[src/rtl/vga_pkg.sv]
// Shared definitions for the VGA colour-depth reducer.
// Mode encodings, the 2x2 ordered-dither matrix and the default sync level.
package vga_pkg;

    typedef enum logic [1:0] {
        MODE_TRUNC  = 2'd0,
        MODE_ROUND  = 2'd1,
        MODE_DITHER = 2'd2,
        MODE_RSVD   = 2'd3
    } mode_e;

    localparam logic SYNC_ACTIVE_DEFAULT = 1'b0;

    // Indexed [y parity][x parity]
    localparam logic [1:0] BAYER [2][2] = '{
        '{2'd0, 2'd2},
        '{2'd3, 2'd1}
    };

    function automatic logic [1:0] bayer(input logic y, input logic x);
        return BAYER[y][x];
    endfunction

endpackage

[src/rtl/color_quantize.sv]
// One colour channel: offset add (stage 1), saturate and shift (stage 2).
// Saturation keys off the carry bit so full-scale sums never wrap to zero.
module color_quantize
    import vga_pkg::*;
#(
    parameter int IN_BITS  = 8,
    parameter int OUT_BITS = 4
) (
    input  logic                clk,
    input  logic                rst,
    input  logic [IN_BITS-1:0]  pix_in,
    input  logic [IN_BITS-1:0]  offset,
    output logic [OUT_BITS-1:0] pix_out
);

    localparam int D = IN_BITS - OUT_BITS;

    logic [IN_BITS:0]    sum_d;
    logic [IN_BITS:0]    sum_q;
    logic [IN_BITS:0]    shifted;
    logic [OUT_BITS-1:0] pix_d;
    logic [OUT_BITS-1:0] pix_q;
    logic                unused_shift;

    always_comb begin
        sum_d   = {1'b0, pix_in} + {1'b0, offset};
        shifted = sum_q >> D;
        pix_d   = sum_q[IN_BITS] ? '1 : shifted[OUT_BITS-1:0];
    end

    assign unused_shift = ^shifted[IN_BITS:OUT_BITS];

    always_ff @(posedge clk) begin
        if (rst) begin
            sum_q <= '0;
            pix_q <= '0;
        end else begin
            sum_q <= sum_d;
            pix_q <= pix_d;
        end
    end

    assign pix_out = pix_q;

endmodule

[src/rtl/vga_color_reducer.sv]
// Reduces VGA colour depth by truncation, rounding or 2x2 ordered dither.
// Two-clock pipeline; syncs travel alongside the colour so they stay aligned.
module vga_color_reducer
    import vga_pkg::*;
#(
    parameter int   IN_BITS     = 8,
    parameter int   OUT_BITS    = 4,
    parameter logic SYNC_ACTIVE = SYNC_ACTIVE_DEFAULT
) (
    input  logic                CLK_25MHZ,
    input  logic                RESET,
    input  logic [1:0]          MODE,
    input  logic                VGA_HSYNC_IN,
    input  logic                VGA_VSYNC_IN,
    input  logic [IN_BITS-1:0]  VGA_RED_IN,
    input  logic [IN_BITS-1:0]  VGA_GREEN_IN,
    input  logic [IN_BITS-1:0]  VGA_BLUE_IN,
    output logic                VGA_HSYNC,
    output logic                VGA_VSYNC,
    output logic [OUT_BITS-1:0] VGA_RED,
    output logic [OUT_BITS-1:0] VGA_GREEN,
    output logic [OUT_BITS-1:0] VGA_BLUE
);

    localparam int D   = IN_BITS - OUT_BITS;
    localparam int RSH = (D > 0) ? D - 1 : 0;
    localparam int RND = (D > 0) ? (1 << RSH) : 0;
    localparam int DSH = (D >= 2) ? D - 2 : 0;

    logic  hs_act;
    logic  vs_act;

    logic  x_d, x_q;
    logic  y_d, y_q;
    logic  hs_prev_d, hs_prev_q;
    logic  vs_prev_d, vs_prev_q;
    mode_e mode_d, mode_q;
    logic  hs1_d, hs1_q;
    logic  vs1_d, vs1_q;
    logic  hs2_d, hs2_q;
    logic  vs2_d, vs2_q;

    logic [1:0]         bay;
    logic [IN_BITS-1:0] offset;

    assign hs_act = (VGA_HSYNC_IN == SYNC_ACTIVE);
    assign vs_act = (VGA_VSYNC_IN == SYNC_ACTIVE);

    always_comb begin
        x_d       = hs_act ? 1'b0 : ~x_q;
        y_d       = y_q;
        mode_d    = mode_q;
        hs_prev_d = hs_act;
        vs_prev_d = vs_act;
        hs1_d     = VGA_HSYNC_IN;
        vs1_d     = VGA_VSYNC_IN;
        hs2_d     = hs1_q;
        vs2_d     = vs1_q;
        if (vs_act) begin
            y_d = 1'b0;
        end else if (hs_act && !hs_prev_q) begin
            y_d = ~y_q;
        end
        // New mode only takes hold at the start of a frame
        if (vs_act && !vs_prev_q) begin
            mode_d = mode_e'(MODE);
        end
    end

    always_comb begin
        bay    = bayer(y_q, x_q);
        offset = '0;
        if (D > 0) begin
            unique case (mode_q)
                MODE_ROUND: offset = IN_BITS'(RND);
                MODE_DITHER: begin
                    if (D == 1) begin
                        offset = IN_BITS'(bay >> 1);
                    end else begin
                        offset = IN_BITS'(bay) << DSH;
                    end
                end
                default: offset = '0;
            endcase
        end
    end

    always_ff @(posedge CLK_25MHZ) begin
        if (RESET) begin
            x_q       <= 1'b0;
            y_q       <= 1'b0;
            hs_prev_q <= 1'b0;
            vs_prev_q <= 1'b0;
            mode_q    <= MODE_TRUNC;
            hs1_q     <= ~SYNC_ACTIVE;
            vs1_q     <= ~SYNC_ACTIVE;
            hs2_q     <= ~SYNC_ACTIVE;
            vs2_q     <= ~SYNC_ACTIVE;
        end else begin
            x_q       <= x_d;
            y_q       <= y_d;
            hs_prev_q <= hs_prev_d;
            vs_prev_q <= vs_prev_d;
            mode_q    <= mode_d;
            hs1_q     <= hs1_d;
            vs1_q     <= vs1_d;
            hs2_q     <= hs2_d;
            vs2_q     <= vs2_d;
        end
    end

    color_quantize #(
        .IN_BITS (IN_BITS),
        .OUT_BITS(OUT_BITS)
    ) u_red (
        .clk    (CLK_25MHZ),
        .rst    (RESET),
        .pix_in (VGA_RED_IN),
        .offset (offset),
        .pix_out(VGA_RED)
    );

    color_quantize #(
        .IN_BITS (IN_BITS),
        .OUT_BITS(OUT_BITS)
    ) u_green (
        .clk    (CLK_25MHZ),
        .rst    (RESET),
        .pix_in (VGA_GREEN_IN),
        .offset (offset),
        .pix_out(VGA_GREEN)
    );

    color_quantize #(
        .IN_BITS (IN_BITS),
        .OUT_BITS(OUT_BITS)
    ) u_blue (
        .clk    (CLK_25MHZ),
        .rst    (RESET),
        .pix_in (VGA_BLUE_IN),
        .offset (offset),
        .pix_out(VGA_BLUE)
    );

    assign VGA_HSYNC = hs2_q;
    assign VGA_VSYNC = vs2_q;

endmodule

[config.mk]
export PLATFORM = sky130hd
export DESIGN_NAME = vga_color_reducer
export DESIGN_NICKNAME = d
export VERILOG_FILES = /design/src/rtl/vga_pkg.sv /design/src/rtl/color_quantize.sv /design/src/rtl/vga_color_reducer.sv
export SDC_FILE = /design/constraint.sdc
export NUM_CORES = 1
export LEC_CHECK = 0
export CAP_MARGIN = 20
export CORE_UTILIZATION = 37
export CTS_CLUSTER_DIAMETER = 120
export DETAILED_ROUTE_END_ITERATION = 8
export GPL_ROUTABILITY_DRIVEN = 0
export PLACE_DENSITY = 0.66
export SETUP_SLACK_MARGIN = 0.05
export SLEW_MARGIN = 15
export SYNTH_ARGS = -nofsm -noshare
export SYNTH_HDL_FRONTEND = slang
export SYNTH_SLANG_ARGS = --single-unit
[constraint.sdc]
create_clock -name CLK_25MHZ -period 4.5 [get_ports CLK_25MHZ]
set_clock_uncertainty 0.1 [all_clocks]
set_input_delay 0.9 -clock CLK_25MHZ [delete_from_list [all_inputs] [get_ports CLK_25MHZ]]
set_output_delay 0.9 -clock CLK_25MHZ [all_outputs]
set_load 0.02 [all_outputs]
---- Word-level counts from Yosys, hierarchy flattened ----
Index checks and enable logic that the tools add are counted.
word-level totals
  register bits after elaboration ......... 49
  latch bits .............................. 0
  RAM bits ................................ 0
  ROM bits ................................ 0
  output and inout port bits .............. 14
  logic and storage cells ................. 44
  memories kept ........................... 0
cells by class
  $add $sub $neg .......................... 3
  multipliers ............................. 0
  divide/modulo/power cells ............... 0
  $lt $le $gt $ge ......................... 2
  equal/unequal tests ..................... 2
  shifts and indexed selects .............. 0
  mux-type cells .......................... 10
  bitwise gates (word level) .............. 6
  reductions and logical operators ........ 6
operators with widths
  kind                                                             number
  8-bit by 4-bit adder with 9-bit output                           3
  4-bit 2-to-1 mux                                                 6
  4-bit one-hot mux with 2 select lines                            1
  2-bit 2-to-1 mux                                                 3
  2-bit greater-or-equal comparator, second input constant         2
  1-bit NOT                                                        4
  1-bit NOT with 2-bit output                                      2
  2-bit OR reduction                                               2
  2-bit by 1-bit == test with 1-bit output, second input constant  1
  2-bit == test, second input constant                             1
  1-bit logical AND                                                2
  1-bit zero test                                                  2

---- Depth between registers and ports, before layout ----
  depth after elaboration ................. 9
  depth in mapped cells ................... 7
  mapped depth without buffers ............ 7

---- Hierarchy ----
From an unflattened synthesis, not the netlist that was laid out.
second synthesis, totals
  cells, all modules ...................... 199
  area total of the unflattened synthesis .. 1828.0 µm²
modules (own cells, without submodules)
  module             times used  cells each  area each (µm²)  sequential area each (µm²)
  color_quantize     3           54          485.5            180.2
  vga_color_reducer  1           37          371.6            200.2

---- Worst setup path after synthesis ----
OpenSTA, ideal clock, no wires.
  path kind ............................... input port to flip-flop
  start ................................... in VGA_BLUE_IN[2]
  end ..................................... reg u_blue.sum_q[7]
  library setup time ...................... 128 ps
  arrival time ............................ 1775 ps
  setup slack ............................. 2497 ps
  stages .................................. 5
  cell sequence ........................... o21bai_1 -> a211oi_1 -> nor4b_2 -> xnor2_1 -> nor2_1
on the way
  word-level cells in the longest chain between the ends .. 1
RTL lines
  element                                 line                     RTL
  from (decl)                             vga_color_reducer.sv:17  input logic [IN_BITS-1:0] VGA_BLUE_IN,
  8-bit by 4-bit adder with 9-bit output  color_quantize.sv:26     sum_d = {1'b0, pix_in} + {1'b0, offset};
  to (signal assigned)                    color_quantize.sv:38     sum_q <= sum_d;
  to (decl)                               color_quantize.sv:19     logic [IN_BITS:0] sum_q;
Every way passes these cells.
A chain may end at the register's enable or synchronous reset.

---- Final worst setup path ----
  start ................................... in VGA_BLUE_IN[2]
  end ..................................... reg u_blue.sum_q[6]
The elaborated chain is that of the path after synthesis.

==> key figures <==
Outcome
  • Outcome: finished clean

Worst setup path
  • Critical Path AT: 2.39 ns
  • CP max FO: 5
  • Kind of end point of the critical path: flip-flop
  • Worst setup SP type: input pin
  • CP Class: in -> reg
  • Critical Path RT: 4.56 ns

CTS
  • Clock transition at path regs: 0.07 ns
  • H-tree Lvls: 2
  • Postcts setup bufs: 0
  • Later-pin clock latency in the skew report: 0.29 ns
  • Clk sink count: 37
  • CTS tree: done
  • Clock Tree Root: clkbuf_8
  • CTS buffer count: 5
  • # resized after CTS: 0
  • CTS Buffer Depth: 2
  • Hold buffer count at cts: 0

Yosys
  • Count of different cell masters after synthesis: 32
  • Syn Inst Count: 148
  • Register area share after synthesis: 0.533
  • Post-Synthesis Mean Instance Area: 9.39 um2
  • Seq cells post-synth: 37
  • Netlist Area Pre-Place: 1390 um2
  • Synthesized net count: 180
  • Ys Warns: 0

Timing
  • Final hold viol count: 0
  • Tmin final: 2.33 ns
  • Period utilization: 0.517
  • Worst setup margin: 2.17 ns
  • Final setup violating endpoints: 0
  • TNS Setup: 0 ns
  • RSZ-0062 raised after global routing: no
  • Max Freq: 0.430 GHz
  • Worst slew pin tran: 0.560 ns
  • Slew Viols, Final: 0
  • Rel. slew slack: 0.625

Die
  • Std-Cell Rows: 21
  • Die area: 4010 um2
  • Core area: 3470 um2
  • Die Ht: 63.3 um
  • IO Pins: 44
  • Horiz. Die Dim: 63.3 um
  • Initial Util: 0.401

Power
  • Worst vdd ir: 0.000185 V
  • Leakage: 0.748 nW
  • PD cells: 349 nW/um2

GRT
  • GRT Util Overall: 0.141
  • First-pass GRT wire length: 4330 um
  • Grt ovf: 0
  • Largest net degree at the start of global routing: 35
  • Number of global-route vias before repair: 1053
  • Initial antenna violation count: 0

Final layout
  • Commonest non-fill, non-tap cell in the layout: dfxtp_1
  • Final nets: 221
  • Layout cells sized above 1: 0.116
  • Diode count: 0
  • Commonest cells after routing, fill and taps aside: 37 x dfxtp_1, 36 x clkdlybuf4s50_1, 35 x nor2_1, 8 x inv_1
  • # fillers: 327
  • Area grow syn2layout: 36.5%

Detailed routing
  • Wire length per cell: 10.5 um
  • Drc violations: 0
  • DR vias/cell: 4.61
  • Vias: 1087
  • Final WL: 2470 um
  • Drt pass-1 iters: 4
  • Initial DRC Count: 59
  • Routed Antenna Nets: 0

Min path
  • Hold Crit Class: reg -> reg

Placement
  • Port Buffers: 37
  • Final HPWL DP: 1880 um
  • Pre-CTS WS: 1.71 ns

Run
  • Max Cap Violations: 0
==> state kept, by name (all words and copies together) (netlist names) <==
name and count:
u_green.sum_q 5, x_q 1, VGA_HSYNC 1, vs_prev_q 1
VGA_VSYNC 1, u_blue.pix_out 4, hs_prev_q 1, mode_q 2
y_q 1, u_red.pix_out 4, hs1_q 1, vs1_q 1
u_blue.sum_q 5, u_red.sum_q 5, u_green.pix_out 4
==> power breakdown <==
part           total [mW]  internal [mW]  switching (mW)
Clock               0.237          0.124           0.113
Combinational      0.0769         0.0418          0.0351
Sequential          0.348          0.343         0.00544
==> metrics by stage <==
stage	area (um2)	cells	hold slack [ns]	utilization	power [mW]
final	1900	236	0.316	0.547	0.662
after global routing	1900	236	0.332	0.547	0.694
after CTS	1900	236	0.319	0.549	0.670
after detailed placement	1810	228	0.298	0.521	0.434
after global placement	1810	228	0.300	0.521	0.432
after floorplan	1390	148	0.289	-	0.393
==> path summary, 6_finish.rpt <==
kind	start	cells past startpoint	endpoint	slack (ns)
hold / removal	hs1_q	1	VGA_HSYNC	0.32
setup / recovery	VGA_BLUE_IN[2]	6	u_blue.sum_q[6]	2.17
setup reg to reg	mode_q[0]	7	u_blue.sum_q[6]	2.47
hold reg to reg	hs1_q	1	VGA_HSYNC	0.32
==> cells in the mapped netlist <==
| master | count | area, um2 |
|---|---|---|
| dfxtp_1 | 37 | 741 |
| nand2b_1 | 1 | 6.26 |
| and3_1 | 2 | 12.5 |
| xnor2_1 | 5 | 43.8 |
| o21a_2 | 1 | 8.76 |
| and2_2 | 1 | 7.51 |
| o21ai_0 | 5 | 25.0 |
| clkbuf_1 | 3 | 11.3 |
| or2_2 | 5 | 31.3 |
| nor3_1 | 2 | 10.0 |
| o22a_2 | 1 | 10.0 |
| o21a_1 | 3 | 22.5 |
| nor2b_1 | 3 | 18.8 |
| o21bai_1 | 1 | 7.51 |
| ha_1 | 2 | 25.0 |
| or3_1 | 3 | 18.8 |
| a31oi_1 | 2 | 12.5 |
| and2_1 | 1 | 6.26 |
| mux2_4 | 1 | 15.0 |
| inv_1 | 8 | 30.0 |
| a21oi_1 | 6 | 30.0 |
| nor2_1 | 35 | 131 |
| nand3b_1 | 1 | 7.51 |
| a211oi_1 | 1 | 7.51 |
| mux2_2 | 1 | 11.3 |
| nor4b_2 | 1 | 15.0 |
| nor3b_1 | 3 | 22.5 |
| nand2_1 | 4 | 15.0 |
| a41oi_4 | 1 | 27.5 |
| nand3_1 | 4 | 20.0 |
| xor2_1 | 3 | 26.3 |
| and4bb_2 | 1 | 12.5 |
==> final cells by class <==
class / instances / area, um2 / area share
clock buffers: 6 / 82.6 / 0.0435
flip-flops and latches: 37 / 741 / 0.390
multi-input cells: 100 / 608 / 0.320
inverters: 8 / 30.0 / 0.0158
repair buffers: 37 / 365 / 0.192
well taps: 46 / 57.6 / 0.0303
clock inverters: 2 / 13.8 / 0.00725
==> layer usage <==
metal,vias up,global-route usage,wire length [um]
met2,30,0.255,1210
met1,484,0.148,1100
li1,566,-,-
met4,0,0.0597,44
met3,7,0.0453,128
met5,-,0,0
==> cell families after synthesis <==
kind of cell             count (synthesis)  share of synthesized area
adder cells (fa/ha/maj)                  2                     0.0180
AND/OR/NAND/NOR                         67                      0.241
multiplexers                             2                     0.0189
AO/OA/AOI/OAI                           21                      0.109
flip-flops                              37                      0.533
buffers and inverters                   11                     0.0297
XOR/XNOR                                 8                     0.0504
==> worst max-delay path, cell delays in order <==
cell and delay (ns):
clkdlybuf4s50_1 0.46, o21bai_1 0.18, a211oi_1 0.51, nor3_1 0.14
xnor2_1 0.16, nor2_1 0.05
No activity file was read; power rests on OpenSTA's default activity.
